<file path="src/rtl/oifs_tx_arbiter.sv">
// oifs_tx_arbiter: shares the OIFS tx link between N_CH word sources, round-robin, in bursts of up to BURST words.
// Build option: define OIFS_TX_ARB_PRIO_EN to give requester 0 strict priority at every arbitration.
module oifs_tx_arbiter #(
  parameter int  N_CH   = 2,
  parameter int  DATA_W = 8,
  parameter int  BURST  = 4,
  localparam int CH_W   = (N_CH > 1) ? $clog2(N_CH) : 1
) (
  input  logic                     i_clk,
  input  logic                     i_arst,
  input  logic [N_CH-1:0]          i_valid,
  input  logic [N_CH*DATA_W-1:0]   i_data,
  output logic [N_CH-1:0]          o_ready,
  output logic                     o_valid,
  output logic [DATA_W-1:0]        o_data,
  output logic [CH_W-1:0]          o_channel,
  input  logic                     i_ready
);

  // Handshake: a word moves when valid and ready are both high at a rising i_clk edge;
  // a source keeps valid/data steady until accepted, and o_valid/o_data/o_channel hold until i_ready.

  localparam int              CNT_W    = $clog2(BURST + 1);
  localparam logic [CNT_W-1:0] LAST_CNT = CNT_W'(BURST - 1);
  localparam logic [CH_W-1:0]  LAST_CH  = CH_W'(N_CH - 1);

  typedef enum logic {
    IDLE  = 1'b0,
    GRANT = 1'b1
  } state_t;

  state_t            state_q, state_d;
  logic [CH_W-1:0]   grant_q, grant_d;
  logic [CH_W-1:0]   last_grant_q, last_grant_d;
  logic [CNT_W-1:0]  burst_cnt_q, burst_cnt_d;
  logic              out_valid_q, out_valid_d;
  logic [DATA_W-1:0] out_data_q, out_data_d;
  logic [CH_W-1:0]   out_channel_q, out_channel_d;

  logic              hi_found, lo_found;
  logic [CH_W-1:0]   hi_sel, lo_sel, rr_sel, arb_sel;
  logic              g_valid;
  logic [DATA_W-1:0] g_data;
  logic              in_grant, ready_g, accept;

  // Cyclic search from last_grant+1: prefer the lowest index above last_grant, else wrap.
  always_comb begin
    hi_found = 1'b0;
    lo_found = 1'b0;
    hi_sel   = '0;
    lo_sel   = '0;
    for (int k = 0; k < N_CH; k++) begin
      if (i_valid[k]) begin
        if (k > int'(last_grant_q)) begin
          if (!hi_found) begin
            hi_found = 1'b1;
            hi_sel   = CH_W'(k);
          end
        end else if (!lo_found) begin
          lo_found = 1'b1;
          lo_sel   = CH_W'(k);
        end
      end
    end
    rr_sel = hi_found ? hi_sel : lo_sel;
  end

`ifdef OIFS_TX_ARB_PRIO_EN
  // With requester 0 idle the round-robin search naturally skips it.
  assign arb_sel = i_valid[0] ? '0 : rr_sel;
`else
  assign arb_sel = rr_sel;
`endif

  always_comb begin
    g_valid = 1'b0;
    g_data  = '0;
    for (int k = 0; k < N_CH; k++) begin
      if (grant_q == CH_W'(k)) begin
        g_valid = i_valid[k];
        g_data  = i_data[k*DATA_W +: DATA_W];
      end
    end
  end

  assign in_grant = (state_q == GRANT);
  assign ready_g  = ~out_valid_q | i_ready;
  assign accept   = in_grant & g_valid & ready_g;

  always_comb begin
    o_ready = '0;
    for (int k = 0; k < N_CH; k++) begin
      o_ready[k] = in_grant & (grant_q == CH_W'(k)) & ready_g;
    end
  end

  always_comb begin
    state_d       = state_q;
    grant_d       = grant_q;
    last_grant_d  = last_grant_q;
    burst_cnt_d   = burst_cnt_q;
    out_valid_d   = out_valid_q;
    out_data_d    = out_data_q;
    out_channel_d = out_channel_q;

    case (state_q)
      IDLE: begin
        if (|i_valid) begin
          grant_d     = arb_sel;
          burst_cnt_d = '0;
          state_d     = GRANT;
        end
      end
      GRANT: begin
        if (!g_valid) begin
          last_grant_d = grant_q;
          state_d      = IDLE;
        end else if (accept) begin
          burst_cnt_d = burst_cnt_q + CNT_W'(1);
          if (burst_cnt_q == LAST_CNT) begin
            last_grant_d = grant_q;
            state_d      = IDLE;
          end
        end
      end
      default: state_d = IDLE;
    endcase

    if (accept) begin
      out_valid_d   = 1'b1;
      out_data_d    = g_data;
      out_channel_d = grant_q;
    end else if (out_valid_q && i_ready) begin
      out_valid_d = 1'b0;
    end
  end

  always_ff @(posedge i_clk or posedge i_arst) begin
    if (i_arst) begin
      state_q       <= IDLE;
      grant_q       <= '0;
      last_grant_q  <= LAST_CH;
      burst_cnt_q   <= '0;
      out_valid_q   <= 1'b0;
      out_data_q    <= '0;
      out_channel_q <= '0;
    end else begin
      state_q       <= state_d;
      grant_q       <= grant_d;
      last_grant_q  <= last_grant_d;
      burst_cnt_q   <= burst_cnt_d;
      out_valid_q   <= out_valid_d;
      out_data_q    <= out_data_d;
      out_channel_q <= out_channel_d;
    end
  end

  assign o_valid   = out_valid_q;
  assign o_data    = out_data_q;
  assign o_channel = out_channel_q;

endmodule

</file>
<file path="config.mk">
export PLATFORM = sky130hd
export DESIGN_NAME = oifs_tx_arbiter
export DESIGN_NICKNAME = d
export VERILOG_FILES = /design/src/rtl/oifs_tx_arbiter.sv
export SDC_FILE = /design/constraint.sdc
export NUM_CORES = 1
export LEC_CHECK = 0
export ABC_AREA = 1
export BUFFER_PORTS_ARGS = -buffer_cell sky130_fd_sc_hd__buf_2
export CORE_MARGIN = 2
export CORE_UTILIZATION = 35
export DETAILED_ROUTE_END_ITERATION = 8
export SYNTH_ARGS = -nofsm -noshare
export SYNTH_HDL_FRONTEND = slang
export SYNTH_SLANG_ARGS = --single-unit
export TNS_END_PERCENT = 10
</file>
<file path="constraint.sdc">
create_clock -name i_clk -period 1.9 [get_ports i_clk]
set_clock_uncertainty 0.15 [all_clocks]
set_input_delay 0.57 -clock i_clk [delete_from_list [all_inputs] [get_ports i_clk]]
set_output_delay 0.57 -clock i_clk [all_outputs]
set_load 0.02 [all_outputs]
</file>
==> metrics <==
outcome finished clean; Leak roughly 0.60 nW; Worst setup SP type primary input; Max transition margin between 70% and 80%; multiplexer share of the synthesized area 0%; gr ovfl total 0; fin. max-slew vios 0; CP max-delay cell buf_2; gr usage total 14.8%; Routed Wire Length between 1500 and 2000 µm; Post-CTS Setup Bufs 0; Synth Instances 94; Area after DPL 1100 µm²; worst slack, placed between 0.07 and 0.08 ns; Clock Tree Buf Depth 2; die height roughly 54 µm; Placed Cells about 160; final hold vios 0; Final period util a little over nine tenths; routed vias/inst ~4.6; vias in the first global route ~700; worst slew pin tran 0.324 ns; Clk pin slew, worst setup/hold paths 0.09 ns; pin count of the biggest net entering global routing 17; Post-Syn Area 872 µm²; XOR/XNOR share of the synthesized area 0%; final non-filler cell total approximately 160; Fmax ~550 MHz; CTS tree built; violation count after the first detailed-route iteration 4; R2R depth 7; crit path DAT about 1.1 ns; Setup TNS 0 ns; root buf cell clkbuf_4; YS warnings 0; io pins 33; critical path depth 6; Buffers on Ports 32; Fillers about 230; CP Buf/Inv Count 3; CP endpoint o_ready[1]; worst flop-to-flop path startpoint grant_q; cts hold-fix bufs 0; fraction of layout cells with a size suffix above 1 between 50% and 60%; Final ANT Viol Nets 0; R2R Setup Slk about 0.42 ns; CP max FO 2; Worst setup startpoint i_ready; syn nets roughly 120; most common cell after layout, fill and taps aside buf_2; Post-Synth Simple-Gate Area between 20% and 30%; Inserted Diodes 0; Synth Area in Compound Gates between 10% and 20%; Crit path max-delay family buffers and inverters; wire per inst 11.0 µm; DR pass1 iterations 2; maximum vdd drop 1.01 mV; Final nets 157; first-pass GRT wire length between 3000 and 4000 µm; post-CTS sizing 0; Synth Area in Adders under 10%; Starting Density 36.2%; Seq/Total Area, Yosys a little under half; worst min path class primary input to async pin; RSZ-0062 raised after global routing no; row count 18; max-cap violation count 0; Post-DP HPWL between 1000 and 1500 µm; post-route cell area about 1100 µm²; Netlist cell types 20; DRC viols 0; worst setup path class primary input to output pin; Die W approximately 54 µm; Pwr Density 1650 nW/µm²; worst skew pair latency approximately 0.28 ns; end of the worst register-to-register path o_data[6]; commonest cells after routing, fill and taps aside buf_2, nand2_1, dfrtp_1; cts bufs inserted 3; initial antenna violation count 0; synthesized flop and latch total 16; vias about 750; clock sink total 16; gpl congestion about 0.79; Crit. End Element output pin; core area about 2400 µm²; Syn Area/Cell approximately 9.3 µm²; Tmin final roughly 1.8 ns; area growth from synthesis to layout 30.6%; Req. time, crit path 1.18 ns; die area ~2900 µm²; Critical Path Max Stage Delay ~0.17 ns; H-tree Lvls 1; Final WS setup 0.0791 ns; endpoints failing setup 0; WHS 0.122 ns; crit-path cells buf_2, clkinv_1, nand2_1, nand2_1, nor2_1, buf_2; largest family of logic cells by synthesized area simple AND/OR/NAND/NOR gates
==> Yosys cell counts <==
cell type,instances,share of area (%)
nand2_1,18,7.7
dfrtp_1,15,43
o21ai_2,10,10
nand2_2,9,6.5
o21ai_0,7,4.0
or2_1,7,5.0
inv_1,6,2.6
nand3_1,3,1.7
nand3_2,3,3.4
buf_2,2,1.1
buf_6,2,2.6
ha_1,2,2.9
nor2_1,2,0.86
o21ai_1,2,1.1
clkinv_1,1,0.43
dfstp_2,1,3.0
inv_2,1,0.43
nand3_4,1,2.0
nand4_1,1,0.72
or2_2,1,0.72
==> routing by layer <==
metal	routed length (µm)	part of all wire (%)	GRT usage [%]
met1	806	45	18.5
met2	831	46	25.0
met3	127	7.1	2.50
met4	28	1.6	6.41
met5	0	0	0
==> area by class of cell <==
| class | count | area (µm²) | area share, % |
|---|---|---|---|
| tap | 30 | 37.5 | 3.30 |
| multi-input combinational | 66 | 408 | 35.8 |
| sequential | 16 | 402 | 35.3 |
| clock buffer | 4 | 36.3 | 3.19 |
| timing repair buffer | 39 | 225 | 19.8 |
| inverter | 8 | 30.0 | 2.64 |
==> power breakdown <==
group	switching, mW	total (mW)	leakage (nW)	internal, mW
sequential	0.102	0.607	0.198	0.505
clock	0.106	0.222	0.0210	0.117
combinational	0.636	1.05	0.384	0.412
==> registers in the layout (all words and copies together), names as in the netlist <==
name	flops
burst_cnt_q	3
in_grant	1
o_valid	1
o_data	8
last_grant_q	1
grant_q	1
o_channel	1
==> worst register-to-register path, stage by stage (launching register included) <==
cell and delay [ns]:
dfrtp_1 0.44, inv_1 0.13, nand2_2 0.06, nand2_2 0.09, nand3_4 0.18, buf_4 0.22
nand2_2 0.05, o21ai_2 0.05
==> stage by stage <==
stage	total power, mW	utilization [%]
2_1_floorplan	1.35	-
4_1_cts	1.90	47.2
5_1_grt	2.05	47.2
3_5_place_dp	1.68	45.7
6_report	1.88	47.2
3_3_place_gp	1.65	45.7
==> cell families after synthesis <==
group | Yosys count
compound gates | 19
fa+ha+maj | 2
buf+inv | 12
flops | 16
simple gates | 45
==> how the worst min path moves through the flow <==
| stage | start | end | slack, ns | cells past startpoint |
|---|---|---|---|---|
| floorplan | last_grant_q | last_grant_q | 0.29 | 2 |
| global placement | last_grant_q | last_grant_q | 0.30 | 2 |
| detailed placement | last_grant_q | last_grant_q | 0.31 | 2 |
| CTS | i_arst | o_data[0] | 0.13 | 3 |
| global route | i_arst | o_data[2] | 0.16 | 3 |
| finish | i_arst | burst_cnt_q[0] | 0.12 | 3 |
(Power assumes the default switching activity.)
